### src/rtl/bsg_fifos_packet_arbiter.sv
// Round-robin, whole-packet arbiter sharing one credit-gated downstream link
// among several tx FIFO outputs; a slot holds the link for exactly packet_words_p words.
module bsg_fifos_packet_arbiter #(
    parameter int num_slots_p    = 2,
    parameter int width_p        = 32,
    parameter int packet_words_p = 4,
    parameter int credits_p      = 16,
    localparam int slot_w_lp     = (num_slots_p > 1) ? $clog2(num_slots_p) : 1,
    localparam int cred_w_lp     = $clog2(credits_p + 1)
) (
    input  logic                           clk_i,
    input  logic                           reset_i,
    input  logic [num_slots_p-1:0]         fifo_v_i,
    input  logic [num_slots_p*width_p-1:0] fifo_data_i,
    output logic [num_slots_p-1:0]         fifo_yumi_o,
    output logic                           v_o,
    output logic [width_p-1:0]             data_o,
    input  logic                           ready_i,
    input  logic                           credit_return_i,
    output logic [slot_w_lp-1:0]           slot_o,
    output logic [cred_w_lp-1:0]           credits_o,
    output logic                           busy_o
);

    localparam int cnt_w_lp = (packet_words_p > 1) ? $clog2(packet_words_p) : 1;
    localparam logic [cred_w_lp-1:0] pkt_credits_lp = cred_w_lp'(packet_words_p);
    localparam logic [cred_w_lp-1:0] credits_max_lp = cred_w_lp'(credits_p);
    localparam logic [cnt_w_lp-1:0]  last_word_lp   = cnt_w_lp'(packet_words_p - 1);
    localparam logic [slot_w_lp-1:0] last_slot_lp   = slot_w_lp'(num_slots_p - 1);

    typedef enum logic {IDLE, SEND} state_e;

    state_e                 state_r, state_n;
    logic [slot_w_lp-1:0]   rr_ptr_r, rr_ptr_n;
    logic [slot_w_lp-1:0]   grant_r, grant_n;
    logic [slot_w_lp-1:0]   pick;
    logic [cnt_w_lp-1:0]    word_cnt_r, word_cnt_n;
    logic [cred_w_lp-1:0]   credits_r, credits_n;
    logic                   found;
    logic                   sel_v;
    logic [width_p-1:0]     sel_data;
    logic                   ret_ok;

    // First valid slot starting from rr_ptr, wrapping around
    always_comb begin
        logic [slot_w_lp-1:0] idx;
        idx   = '0;
        found = 1'b0;
        pick  = '0;
        for (int i = 0; i < num_slots_p; i++) begin
            idx = slot_w_lp'((32'(rr_ptr_r) + 32'(i)) % num_slots_p);
            if (!found && fifo_v_i[idx]) begin
                found = 1'b1;
                pick  = idx;
            end
        end
    end

    always_comb begin
        sel_v    = 1'b0;
        sel_data = '0;
        for (int i = 0; i < num_slots_p; i++) begin
            if (grant_r == slot_w_lp'(i)) begin
                sel_v    = fifo_v_i[i];
                sel_data = fifo_data_i[i*width_p +: width_p];
            end
        end
    end

    always_comb begin
        state_n     = state_r;
        rr_ptr_n    = rr_ptr_r;
        grant_n     = grant_r;
        word_cnt_n  = word_cnt_r;
        credits_n   = credits_r;
        v_o         = 1'b0;
        data_o      = '0;
        fifo_yumi_o = '0;
        // A return at full credit is a protocol error and is dropped
        ret_ok      = credit_return_i && (credits_r != credits_max_lp);
        case (state_r)
            IDLE: begin
                if (found && (credits_r >= pkt_credits_lp)) begin
                    grant_n    = pick;
                    credits_n  = credits_r - pkt_credits_lp;
                    word_cnt_n = '0;
                    state_n    = SEND;
                end
            end
            SEND: begin
                v_o    = sel_v;
                data_o = sel_data;
                if (sel_v && ready_i) begin
                    fifo_yumi_o = num_slots_p'(1) << grant_r;
                    if (word_cnt_r == last_word_lp) begin
                        state_n    = IDLE;
                        word_cnt_n = '0;
                        rr_ptr_n   = (grant_r == last_slot_lp) ? '0 : grant_r + 1'b1;
                    end else begin
                        word_cnt_n = word_cnt_r + 1'b1;
                    end
                end
            end
            default: state_n = IDLE;
        endcase
        credits_n = credits_n + cred_w_lp'(ret_ok);
    end

    always_ff @(posedge clk_i or posedge reset_i) begin
        if (reset_i) begin
            state_r    <= IDLE;
            rr_ptr_r   <= '0;
            grant_r    <= '0;
            word_cnt_r <= '0;
            credits_r  <= credits_max_lp;
        end else begin
            state_r    <= state_n;
            rr_ptr_r   <= rr_ptr_n;
            grant_r    <= grant_n;
            word_cnt_r <= word_cnt_n;
            credits_r  <= credits_n;
        end
    end

    always @(posedge clk_i) begin
        if (!reset_i) begin
            assert (!(credit_return_i && (credits_r == credits_max_lp)))
                else $error("credit returned while credits already full");
        end
    end

    assign slot_o    = grant_r;
    assign credits_o = credits_r;
    assign busy_o    = (state_r == SEND);

endmodule

### config.mk
export PLATFORM = sky130hd
export DESIGN_NAME = bsg_fifos_packet_arbiter
export DESIGN_NICKNAME = d
export VERILOG_FILES = /design/src/rtl/bsg_fifos_packet_arbiter.sv
export SDC_FILE = /design/constraint.sdc
export NUM_CORES = 1
export LEC_CHECK = 0
export CORE_MARGIN = 2
export CORE_UTILIZATION = 33
export DETAILED_ROUTE_END_ITERATION = 16
export PLACE_DENSITY = 0.85
export RECOVER_POWER = 100
export SLEW_MARGIN = 20
export SYNTH_ARGS = -nofsm -noshare
export SYNTH_HDL_FRONTEND = slang
export SYNTH_SLANG_ARGS = --single-unit
### constraint.sdc
create_clock -name clk_i -period 3.9 [get_ports clk_i]
set_clock_uncertainty 0.1 [all_clocks]
set_input_delay 0.975 -clock clk_i [delete_from_list [all_inputs] [get_ports clk_i]]
set_output_delay 0.975 -clock clk_i [all_outputs]
set_load 0.02 [all_outputs]
==> results_dict.tcl <==
set metrics [dict create \
    status "finished, final reports clean" \
    required_ns 2.82 \
    hpwl_um 3150 \
    hold_viol_final 0 \
    cp_top_family "buffers and inverters" \
    ys_ff_latch 10 \
    slowest_delay_ns 0.68 \
    place_inst 286 \
    crit_type "input port to primary output" \
    fillers 285 \
    drtPass1Iterations 4 \
    grt_use_total_pct 18.9 \
    maxSlewViolCount 0 \
    cts-buffers-inserted 3 \
    worstPathArrival_ns 2.67 \
    wl_met1_um 1580 \
    setup_viol 0 \
    synth_edf_count 0 \
    net-switching-power_mw 0.609 \
    drv_cap 0 \
    clock_path_buffers 2 \
    setup_slack_ns 0.152 \
    core_mm2 0.00342 \
    path_max_fanout 4 \
    synth-main-ff-cell "dfrtp_1" \
    path_buf_inv 2 \
    gr-total-overflow 0 \
    worstPathCellList "clkdlybuf4s50_1, mux2i_1, nand3b_1, nor2_1, dlygate4sd3_1" \
    drc 0 \
    fin_tns_setup_ns 0 \
    synth_cell_types 32 \
    syn_avg_cell_area_um2 8.74 \
    vias 1383 \
    cts_tree "built" \
    vdd_drop_max_uv 401 \
    cts_sinks 10 \
    clkTransAtPathRegs_ns 0.07 \
    critPathCaptureType "primary output" \
    p_clk_share_pct 7.2 \
    port_buffers 111 \
    cts_resized 0 \
    fp.dieH_um 64.2 \
    wl_met3_um 414 \
    fin_nets 321 \
    post_cts_buffers 0 \
    intPower_mw 0.712 \
    synthCells 137 \
    ys_seq_area_share_pct 21.0 \
    sequentialPowerShare_pct 19.4 \
    met2_length_um 1820 \
    drive_above_1_share_pct 4.10 \
    crit_path_top_delay_cell "dlygate4sd3_1" \
    grt_pass1_vias 1323 \
    holdBufCountCts 0 \
    die-width_um 64.2 \
    antenna_found_initial 0 \
    startpoint_type "input port" \
    die-area_mm2 0.00413 \
    fp-row-count 21 \
    worst_slew_pin_slew_ns 1.12 \
    period_share_pct 96.1 \
    preCtsSetupSlack_ns 0.160 \
    post_drt_wl_per_cell_um 13.3 \
    place.gp.congestion 0.796 \
    wl_um 3860 \
    synthArstFlopShare_pct 100 \
    slew_headroom_pct 25.3 \
    drt-initial-drc-count 19 \
    cts-root-buf "clkbuf_4" \
    synth_warnings 0 \
    synth_nets 213 \
    fmax_mhz 267 \
    h-tree-depth 1 \
    syn2layout_area_growth_pct 97.1 \
    rsz0062_at_grt "false" \
    grt_pass1_wl_um 6150 \
    grt_max_degree 36 \
    top_layer_used "met4" \
    fin_cells 290 \
    initial_core_util_pct 35.1 \
    pwr-share-comb_pct 73.3 \
    synth.cell_area_mm2 0.00120 \
    p_leak_nw 0.992 \
    period_needed_ns 3.75 \
    fin_total_pwr_mw 1.32 \
    antenna_cells 0 \
    io_pins 112 \
    power_density_mw_per_mm2 560 \
    final_util_pct 69.1 \
    min_path_type "flop to flop" \
    p_sw_share_pct 46.1 \
    insertion_delay_ns 0.27 \
    vias_per_cell 4.77 \
    postRouteAntennaNets 0 \
]
[flip-flops by register name, indices dropped and copies added, names as in the netlist]
name        flops
word_cnt_r      2
busy_o          1
slot_o          1
rr_ptr_r        1
credits_o       5
[Yosys cell counts (2+ instances only)]
library cell / instances / share of area (%)
mux2i_1: 34 / 28
nor2b_1: 33 / 17
dfrtp_1: 9 / 19
ha_1: 6 / 6.3
inv_1: 6 / 1.9
nand2_1: 6 / 1.9
buf_2: 5 / 2.1
clkbuf_1: 4 / 1.3
o21ai_0: 4 / 1.7
nand3_1: 3 / 1.3
xnor2_1: 3 / 2.2
a21oi_1: 2 / 0.84
nand4_1: 2 / 1.0
nor2_1: 2 / 0.63
[power groups by stage]
| stage | clock, mW | combinational (mW) | sequential, mW |
|---|---|---|---|
| 2_1_floorplan | 0 | 0.620 | 0.235 |
| 3_3_place_gp | 0 | 1.03 | 0.260 |
| 3_5_place_dp | 0 | 1.04 | 0.262 |
| 4_1_cts | 0.0992 | 1.04 | 0.261 |
| 5_1_grt | 0.106 | 1.05 | 0.269 |
| 6_report | 0.0955 | 0.969 | 0.257 |
[cell families (layout without fill, tap and decap cells)]
| kind of cell | Yosys count | after routing | synth area share (%) |
|---|---|---|---|
| compound gates | 13 | 13 | 7.94 |
| xor+xnor | 4 | 4 | 2.93 |
| fa+ha+maj | 6 | 6 | 6.27 |
| buf+inv | 16 | 123 | 6.16 |
| flops | 10 | 10 | 21.0 |
| mux | 35 | 35 | 29.4 |
| simple gates | 53 | 53 | 26.3 |
[worst paths after layout]
| path | cells after the start | slack (ns) | to | start |
|---|---|---|---|---|
| max | 5 | 0.15 | fifo_yumi_o[0] | fifo_v_i[0] |
| min | 1 | 0.42 | word_cnt_r[0] | word_cnt_r[0] |
| max reg2reg | 5 | 1.33 | credits_o[3] | busy_o |
| min reg2reg | 1 | 0.42 | word_cnt_r[0] | word_cnt_r[0] |
| max in group asynchronous | 2 | 2.38 | credits_o[4] | reset_i |
| min in group asynchronous | 2 | 1.01 | word_cnt_r[1] | reset_i |
[per-layer routing]
metal	global-route usage, %	up-vias
met2	33.3	77
met5	0	-
met4	6.12	0
li1	-	687
met1	21.5	613
met3	6.16	6
[final cells by class]
cell class                      instances  area, µm²  area share (%)
Sequential cell                        10        253            10.7
Clock buffer                            4       36.3            1.54
Timing Repair Buffer                  113       1120            47.6
Tap cell                               46       57.6            2.44
Multi-Input combinational cell        111        868            36.8
Inverter                                6       22.5           0.954
[cell usage in the layout (no fill, tap or decap), drive strengths merged, types with 2 or more instances in the layout]
master,Yosys,layout
clkdlybuf4s50,0,70
dlygate4sd3,0,41
mux2i,34,34
nor2b,33,33
dfrtp,9,9
nand2,6,6
inv,6,6
ha,6,6
clkbuf,4,5
o21ai,4,4
nand3,3,3
xnor2,3,3
nor2,2,2
nand4,2,2
a21oi,2,2
[through the flow]
step                area (µm²)  hold WS, ns
floorplan                 1200        0.365
global placement          2330        0.391
detailed placement        2330        0.401
CTS                       2370        0.427
global route              2360        0.432
finish                    2360        0.423
No activity file was read; power rests on OpenSTA's default activity.
